`src/rtl/control_pipe_pkg.sv`:
```
// Shared decode constants and control-word layout for the pipelined MIPS controller.
// Holds opcode/func encodings, ALU op codes, shift-select codes and stage structs.
// Imported by ctrl_decode and control_pipe.
package control_pipe_pkg;

  typedef enum logic [3:0] {
    ALU_NOP  = 4'd0,
    ALU_ADD  = 4'd1,
    ALU_ADDU = 4'd2,
    ALU_SUB  = 4'd3,
    ALU_SUBU = 4'd4,
    ALU_AND  = 4'd5,
    ALU_OR   = 4'd6,
    ALU_NOR  = 4'd7,
    ALU_SLL  = 4'd8,
    ALU_SRL  = 4'd9,
    ALU_SRA  = 4'd10,
    ALU_SLT  = 4'd11
  } alu_op_e;

  // instruction[31:26]
  localparam logic [5:0] OP_RTYPE  = 6'h00;
  localparam logic [5:0] OP_BGEZ   = 6'h01;  // REGIMM group, only bgez is decoded
  localparam logic [5:0] OP_BEQ    = 6'h04;
  localparam logic [5:0] OP_BNE    = 6'h05;
  localparam logic [5:0] OP_BGTZ   = 6'h07;
  localparam logic [5:0] OP_ADDI   = 6'h08;
  localparam logic [5:0] OP_ADDIU  = 6'h09;
  localparam logic [5:0] OP_SLTI   = 6'h0A;
  localparam logic [5:0] OP_ANDI   = 6'h0C;
  localparam logic [5:0] OP_ORI    = 6'h0D;
  localparam logic [5:0] OP_LUI    = 6'h0F;
  localparam logic [5:0] OP_LW     = 6'h23;
  localparam logic [5:0] OP_SW     = 6'h2B;

  // instruction[5:0] for R-type
  localparam logic [5:0] FN_SLL  = 6'h00;
  localparam logic [5:0] FN_SRL  = 6'h02;
  localparam logic [5:0] FN_SRA  = 6'h03;
  localparam logic [5:0] FN_JR   = 6'h08;
  localparam logic [5:0] FN_ADD  = 6'h20;
  localparam logic [5:0] FN_ADDU = 6'h21;
  localparam logic [5:0] FN_SUB  = 6'h22;
  localparam logic [5:0] FN_SUBU = 6'h23;
  localparam logic [5:0] FN_AND  = 6'h24;
  localparam logic [5:0] FN_OR   = 6'h25;
  localparam logic [5:0] FN_NOR  = 6'h27;
  localparam logic [5:0] FN_SLT  = 6'h2A;

  // ex_shift: 01 = shift by shamt, 10 = lui (imm << 16)
  localparam logic [1:0] SHIFT_NONE  = 2'b00;
  localparam logic [1:0] SHIFT_SHAMT = 2'b01;
  localparam logic [1:0] SHIFT_LUI   = 2'b10;

  // Control word carried down the pipe; all-zero is a bubble.
  typedef struct packed {
    logic       valid;
    alu_op_e    aluop;
    logic       alusrc;
    logic [1:0] shift;
    logic       signext;
    logic       branch;
    logic       jump;
    logic       read;
    logic       write;
    logic       regwrite;
    logic       memtoreg;
  } stage_ctrl_t;

  // Decoder output: the control word plus ID-only fields that never leave ID.
  typedef struct packed {
    stage_ctrl_t cw;
    logic        regdst;
    logic        reads_rt;
  } dec_t;

endpackage

```
`src/rtl/ctrl_decode.sv`:
```
// Pure combinational opcode/func decode into a control word (no state).
// Ports: i_opcode, i_func in; o_dec out (control word, regdst, reads_rt).
// Unknown opcode yields all-zero (bubble); unknown R-type func yields ALU_NOP, no writeback.
module ctrl_decode
  import control_pipe_pkg::*;
(
  input  logic [5:0] i_opcode,
  input  logic [5:0] i_func,
  output dec_t       o_dec
);

  always_comb begin
    o_dec = '0;
    o_dec.cw.valid = 1'b1;
    case (i_opcode)
      OP_RTYPE: begin
        o_dec.regdst      = 1'b1;
        o_dec.reads_rt    = 1'b1;
        o_dec.cw.regwrite = 1'b1;
        case (i_func)
          FN_ADD:  o_dec.cw.aluop = ALU_ADD;
          FN_ADDU: o_dec.cw.aluop = ALU_ADDU;
          FN_SUB:  o_dec.cw.aluop = ALU_SUB;
          FN_SUBU: o_dec.cw.aluop = ALU_SUBU;
          FN_AND:  o_dec.cw.aluop = ALU_AND;
          FN_OR:   o_dec.cw.aluop = ALU_OR;
          FN_NOR:  o_dec.cw.aluop = ALU_NOR;
          FN_SLT:  o_dec.cw.aluop = ALU_SLT;
          FN_SLL: begin
            o_dec.cw.aluop = ALU_SLL;
            o_dec.cw.shift = SHIFT_SHAMT;
          end
          FN_SRL: begin
            o_dec.cw.aluop = ALU_SRL;
            o_dec.cw.shift = SHIFT_SHAMT;
          end
          FN_SRA: begin
            o_dec.cw.aluop = ALU_SRA;
            o_dec.cw.shift = SHIFT_SHAMT;
          end
          FN_JR: begin
            o_dec.cw.jump     = 1'b1;
            o_dec.cw.regwrite = 1'b0;
          end
          default: o_dec.cw.regwrite = 1'b0;
        endcase
      end
      OP_ADDI, OP_ADDIU, OP_ANDI, OP_SLTI: begin
        o_dec.cw.alusrc   = 1'b1;
        o_dec.cw.regwrite = 1'b1;
        o_dec.cw.signext  = 1'b1;
        case (i_opcode)
          OP_ADDI:  o_dec.cw.aluop = ALU_ADD;
          OP_ADDIU: o_dec.cw.aluop = ALU_ADDU;
          OP_ANDI:  o_dec.cw.aluop = ALU_AND;
          default:  o_dec.cw.aluop = ALU_SLT;
        endcase
      end
      OP_ORI: begin
        o_dec.cw.aluop    = ALU_OR;
        o_dec.cw.alusrc   = 1'b1;
        o_dec.cw.regwrite = 1'b1;
      end
      OP_LUI: begin
        o_dec.cw.aluop    = ALU_SLL;
        o_dec.cw.shift    = SHIFT_LUI;
        o_dec.cw.alusrc   = 1'b1;
        o_dec.cw.regwrite = 1'b1;
      end
      OP_LW: begin
        o_dec.cw.aluop    = ALU_ADD;
        o_dec.cw.alusrc   = 1'b1;
        o_dec.cw.signext  = 1'b1;
        o_dec.cw.read     = 1'b1;
        o_dec.cw.regwrite = 1'b1;
        o_dec.cw.memtoreg = 1'b1;
      end
      OP_SW: begin
        o_dec.reads_rt   = 1'b1;
        o_dec.cw.aluop   = ALU_ADD;
        o_dec.cw.alusrc  = 1'b1;
        o_dec.cw.signext = 1'b1;
        o_dec.cw.write   = 1'b1;
      end
      OP_BEQ, OP_BNE: begin
        o_dec.reads_rt   = 1'b1;
        o_dec.cw.aluop   = ALU_SUB;
        o_dec.cw.branch  = 1'b1;
        o_dec.cw.signext = 1'b1;
      end
      OP_BGTZ, OP_BGEZ: begin
        o_dec.cw.aluop   = ALU_SUB;
        o_dec.cw.branch  = 1'b1;
        o_dec.cw.signext = 1'b1;
      end
      default: o_dec = '0;
    endcase
  end

endmodule

```
`src/rtl/control_pipe.sv`:
```
// Pipelined MIPS control: ID decode, ID/EX, EX/MEM, MEM/WB control registers,
// load-use stall, taken-branch flush and multi-cycle memory wait.
// Ports: ID instruction fields + ex_redirect in; id_stall, EX/MEM/WB control out.
module control_pipe
  import control_pipe_pkg::*;
#(
  parameter int ALUOP_W  = 4,
  parameter int RADDR_W  = 5,
  parameter int MEM_WAIT = 0,
  parameter int CNT_W    = 4
)(
  input  logic               i_clk,
  input  logic               i_rst,
  input  logic               i_id_valid,
  input  logic [5:0]         i_id_opcode,
  input  logic [5:0]         i_id_func,
  input  logic [RADDR_W-1:0] i_id_rs,
  input  logic [RADDR_W-1:0] i_id_rt,
  input  logic [RADDR_W-1:0] i_id_rd,
  input  logic               i_ex_redirect,
  output logic               o_id_stall,
  output logic               o_ex_valid,
  output logic [ALUOP_W-1:0] o_ex_aluop,
  output logic               o_ex_alusrc,
  output logic [1:0]         o_ex_shift,
  output logic               o_ex_signext,
  output logic               o_ex_branch,
  output logic               o_ex_jump,
  output logic [RADDR_W-1:0] o_ex_waddr,
  output logic               o_mem_valid,
  output logic               o_mem_read,
  output logic               o_mem_write,
  output logic               o_mem_busy,
  output logic               o_wb_valid,
  output logic               o_wb_regwrite,
  output logic               o_wb_memtoreg,
  output logic [RADDR_W-1:0] o_wb_waddr
);

  localparam logic WAIT_EN = (MEM_WAIT > 0);

  dec_t               w_dec;
  stage_ctrl_t        w_id_cw;
  logic [RADDR_W-1:0] w_id_waddr;
  logic               w_load_use;
  logic               w_mem_busy;
  logic               w_start_wait;

  stage_ctrl_t        r_ex_cw;
  logic [RADDR_W-1:0] r_ex_waddr;
  logic               r_mem_valid, r_mem_read, r_mem_write, r_mem_regwrite, r_mem_memtoreg;
  logic [RADDR_W-1:0] r_mem_waddr;
  logic               r_wb_valid, r_wb_regwrite, r_wb_memtoreg;
  logic [RADDR_W-1:0] r_wb_waddr;
  logic [CNT_W-1:0]   r_cnt;

  ctrl_decode u_decode (
    .i_opcode (i_id_opcode),
    .i_func   (i_id_func),
    .o_dec    (w_dec)
  );

  // ID control word; an invalid slot or an unknown opcode is a full bubble,
  // and writes to r0 are suppressed here so no later stage needs to care.
  always_comb begin
    w_id_cw    = '0;
    w_id_waddr = '0;
    if (i_id_valid && w_dec.cw.valid) begin
      w_id_cw    = w_dec.cw;
      w_id_waddr = w_dec.regdst ? i_id_rd : i_id_rt;
      if (w_id_waddr == '0) begin
        w_id_cw.regwrite = 1'b0;
      end
    end
  end

  assign w_load_use = w_id_cw.valid && r_ex_cw.valid && r_ex_cw.read &&
                      (r_ex_waddr != '0) &&
                      ((r_ex_waddr == i_id_rs) ||
                       (w_dec.reads_rt && (r_ex_waddr == i_id_rt)));

  assign w_mem_busy   = (r_cnt != '0);
  // A load/store entering MEM arms the wait counter on the same edge.
  assign w_start_wait = WAIT_EN && r_ex_cw.valid && (r_ex_cw.read || r_ex_cw.write);

  // A redirect cancels the ID instruction, so there is nothing left to stall.
  assign o_id_stall = w_mem_busy || (w_load_use && !i_ex_redirect);

  always_ff @(posedge i_clk) begin
    if (i_rst) begin
      r_ex_cw        <= '0;
      r_ex_waddr     <= '0;
      r_mem_valid    <= 1'b0;
      r_mem_read     <= 1'b0;
      r_mem_write    <= 1'b0;
      r_mem_regwrite <= 1'b0;
      r_mem_memtoreg <= 1'b0;
      r_mem_waddr    <= '0;
      r_wb_valid     <= 1'b0;
      r_wb_regwrite  <= 1'b0;
      r_wb_memtoreg  <= 1'b0;
      r_wb_waddr     <= '0;
      r_cnt          <= '0;
    end else if (w_mem_busy) begin
      // EX and MEM hold; WB sees a bubble while memory is still working.
      r_wb_valid    <= 1'b0;
      r_wb_regwrite <= 1'b0;
      r_wb_memtoreg <= 1'b0;
      r_wb_waddr    <= '0;
      r_cnt         <= r_cnt - 1'b1;
    end else begin
      r_wb_valid     <= r_mem_valid;
      r_wb_regwrite  <= r_mem_regwrite;
      r_wb_memtoreg  <= r_mem_memtoreg;
      r_wb_waddr     <= r_mem_waddr;
      r_mem_valid    <= r_ex_cw.valid;
      r_mem_read     <= r_ex_cw.read;
      r_mem_write    <= r_ex_cw.write;
      r_mem_regwrite <= r_ex_cw.regwrite;
      r_mem_memtoreg <= r_ex_cw.memtoreg;
      r_mem_waddr    <= r_ex_waddr;
      r_cnt          <= w_start_wait ? CNT_W'(MEM_WAIT) : '0;
      if (i_ex_redirect || w_load_use) begin
        r_ex_cw    <= '0;
        r_ex_waddr <= '0;
      end else begin
        r_ex_cw    <= w_id_cw;
        r_ex_waddr <= w_id_waddr;
      end
    end
  end

  assign o_ex_valid    = r_ex_cw.valid;
  assign o_ex_aluop    = ALUOP_W'(r_ex_cw.aluop);
  assign o_ex_alusrc   = r_ex_cw.alusrc;
  assign o_ex_shift    = r_ex_cw.shift;
  assign o_ex_signext  = r_ex_cw.signext;
  assign o_ex_branch   = r_ex_cw.branch;
  assign o_ex_jump     = r_ex_cw.jump;
  assign o_ex_waddr    = r_ex_waddr;
  assign o_mem_valid   = r_mem_valid;
  assign o_mem_read    = r_mem_read;
  assign o_mem_write   = r_mem_write;
  assign o_mem_busy    = w_mem_busy;
  assign o_wb_valid    = r_wb_valid;
  assign o_wb_regwrite = r_wb_regwrite;
  assign o_wb_memtoreg = r_wb_memtoreg;
  assign o_wb_waddr    = r_wb_waddr;

endmodule

```
`config.mk`:
```
export PLATFORM = sky130hd
export DESIGN_NAME = control_pipe
export DESIGN_NICKNAME = d
export VERILOG_FILES = /design/src/rtl/control_pipe_pkg.sv /design/src/rtl/ctrl_decode.sv /design/src/rtl/control_pipe.sv
export SDC_FILE = /design/constraint.sdc
export NUM_CORES = 1
export LEC_CHECK = 0
export BUFFER_PORTS_ARGS = -buffer_cell sky130_fd_sc_hd__buf_2
export CAP_MARGIN = 20
export CORE_ASPECT_RATIO = 1.5
export CORE_MARGIN = 2
export CORE_UTILIZATION = 28
export DETAILED_ROUTE_END_ITERATION = 10
export PLACE_DENSITY = 0.56
export SETUP_SLACK_MARGIN = 0.2
export SKIP_CTS_REPAIR_TIMING = 1
export SKIP_LAST_GASP = 1
export SYNTH_ARGS = -nofsm -noshare
export SYNTH_HDL_FRONTEND = slang
export SYNTH_SLANG_ARGS = --single-unit
export TNS_END_PERCENT = 1
```
`constraint.sdc`:
```
create_clock -name i_clk -period 3.8 [get_ports i_clk]
set_clock_uncertainty 0.05 [all_clocks]
set_input_delay 0.38 -clock i_clk [delete_from_list [all_inputs] [get_ports i_clk]]
set_output_delay 0.38 -clock i_clk [all_outputs]
set_load 0.005 [all_outputs]
```
==> metrics.csv <==
metric,value,unit
Setup CP Type,register to register,
CP arrival,3.08,ns
register area share after synthesis,0.377,
CP max FO,19,
PD cells,333,mW/mm^2
final instance area,0.00255,sq mm
Via density,4.82,
Root Driver,clkbuf_8,
max-slew violations,0,
initial DRC count,94,
CTS sink cnt,40,
Post-synth ARST share,0,
DRT Wirelength,5500,um
die height,111,um
Worst Path Required,3.96,ns
"most common cell after layout, fill and taps aside",buf_2,
Yosys warnings,0,
total CTS buffers,5,
CP Cell Sequence,inv_1 -> ha_1 -> nor3b_1 -> buf_4 -> inv_1 -> nor2_1 -> nand2_1 -> or4b_1 -> o21ai_0,
Port Buffers,59,
critical path capture point type,register,
Die Area,0.00831,sq mm
area of the core,0.00727,sq mm
fin crit period,2.93,ns
Finish-stage setup viols,0,
Max-Cap Viols,0,
# rows,38,
post-DP HPWL,4330,um
CTS tree,yes,
combined area of the multi-input logic cells,0.00117,sq mm
GRT Overall Usage,0.140,
relative slew slack,0.455,
largest net degree at the start of global routing,20,
Max VDD drop,0.000185,V
ANT nets after route,0,
"Distinct cells, synth",50,
most frequent cells in the layout,"59 x buf_2, 49 x nand2_1, 40 x dfxtp_1",
nets@finish,341,
Ports,60,
post-synth top area cell,dfxtp_1,
"slowest stage delay, CP",0.87,ns
Synth Instances,260,
status,finished clean,
area share of the largest cell type after synthesis,0.377,
syn_nets,293,
P_leak,1.05,nW
Longest Clk Path Bufs,2,
H-tree depth,2,
ranking of synthesized cells by area,"dfxtp_1 38%, nand2_1 8.7%, xnor2_1 4.5%, o21ai_0 3.5%, mux2i_1 3.3%",
crit-path leading delay family,simple AND/OR/NAND/NOR gates,
first-pass GRT wire length,9130,um
detailed-route via count,1971,
Synth Register Bits,40,
number of global-route vias before repair,1906,
post-DR wirelength/cell,13.4,um
aggregate global routing overflow,0,
Clock transition at path regs,0.07,ns
Die Wd,75.1,um
Pre-antenna DRT Iters,4,
# diodes,0,
Seq. cell area,801,sq um
RSZ-0062 raised after global routing,no,
Final GP Congestion,0.755,
TNS Setup,0,ns
Final period util,0.770,
Fin. Hold Viols,0,
layout cells sized above 1,0.259,
worst-margin pin slew,0.817,ns
Post-Syn Area,0.00212,sq mm
Max Fclk,342,MHz
drt drc,0,
Filler Cell Count,796,
predominant post-synthesis flop cell,dfxtp_1,
Worst setup SP type,register,
initial antenna violation count,0,
DP Area,0.00244,sq mm
Critical-path top delay cell,or4b_1,
Hold/Removal Path Class,input pin to register,
Area Overhead vs Synth,20.0,%
clock insertion delay at the later pin of the skew report,0.28,ns
"EDFF count, synth",0,
syn_area_per_cell,8.17,sq um
Starting Density,0.292,
CP dominant cell by count,inv_1,
Buf/Inv on CP,3,
[routing by layer]
| layer | track usage | vias up | part of all wire |
|---|---|---|---|
| li1 | - | 992 | - |
| met1 | 0.161 | 918 | 0.41 |
| met2 | 0.249 | 57 | 0.53 |
| met3 | 0.0282 | 4 | 0.048 |
| met4 | 0.0429 | 0 | 0.0084 |
| met5 | 0 | - | 0 |
[state kept, by name, summed over array words and instances, names as in the netlist, 2 cells and up]
register     count
r_ex_cw          3
o_ex_aluop       4
r_cnt            4
o_ex_shift       2
o_ex_waddr       5
r_mem_waddr      5
o_wb_waddr       5
[cell families after synthesis]
logic type / share of synthesized area
xor gates and xnor gates: 0.0536
DFF: 0.377
buffers and inverters: 0.0713
AOI/OAI and AO/OA: 0.200
and+or+nand+nor: 0.254
adders and majority gates: 0.0118
muxes: 0.0330
[tightest hold or removal path, stage by stage]
cell and delay, ns:
buf_2 0.08, mux2i_1 0.06, o21ai_0 0.13
[Yosys cell counts, drive strengths merged (3+ instances only)]
cell type	count
a21oi	13
and2	9
buf	9
clkbuf	11
dfxtp	40
inv	8
mux2i	7
nand2	49
nand2b	6
nand3	5
nand3b	3
nor2	13
nor2b	5
nor3	6
o21ai	23
or4	3
xnor2	11
[path summary, 6_finish.rpt]
path                                     startpoint                         end  slack (ns)  cells past startpoint
worst max-delay path            r_cnt[0]$_SDFF_PP0_  o_ex_waddr[0]$_SDFFE_PP0N_        0.87                      9
worst min-delay path                     i_id_rd[1]  o_ex_waddr[1]$_SDFFE_PP0N_        0.35                      3
worst max register to register  r_cnt[0]$_SDFF_PP0_  o_ex_waddr[0]$_SDFFE_PP0N_        0.87                      9
worst min register to register  r_cnt[0]$_SDFF_PP0_         r_cnt[0]$_SDFF_PP0_        0.40                      1
[per-stage QoR]
stage / setup WS, ns / std cells / hold WS (ns) / total power, mW / util
floorplan: 1.58 / 260 / 0.363 / 0.486 / -
global placement: 0.915 / 400 / 0.379 / 0.520 / 0.334
detailed placement: 0.815 / 401 / 0.393 / 0.522 / 0.336
CTS: 0.799 / 409 / 0.348 / 0.859 / 0.351
global route: 0.566 / 409 / 0.350 / 0.887 / 0.351
finish: 0.872 / 409 / 0.349 / 0.850 / 0.351
[final cells by class]
class                      instances  share of cell area
timing repair buffer              61               0.123
clock buffer                       6              0.0285
sequential                        40               0.314
clock inverter                     2              0.0137
tap                              100              0.0491
inverter                           8              0.0118
multi-input combinational        192               0.460
[report_power, final]
part / switching [mW] / internal [mW] / total (mW)
sequential: 0.00187 / 0.420 / 0.422
combinational: 0.0524 / 0.0372 / 0.0895
clock: 0.143 / 0.195 / 0.338
total: 0.197 / 0.652 / 0.850
No activity file was read; power rests on OpenSTA's default activity.
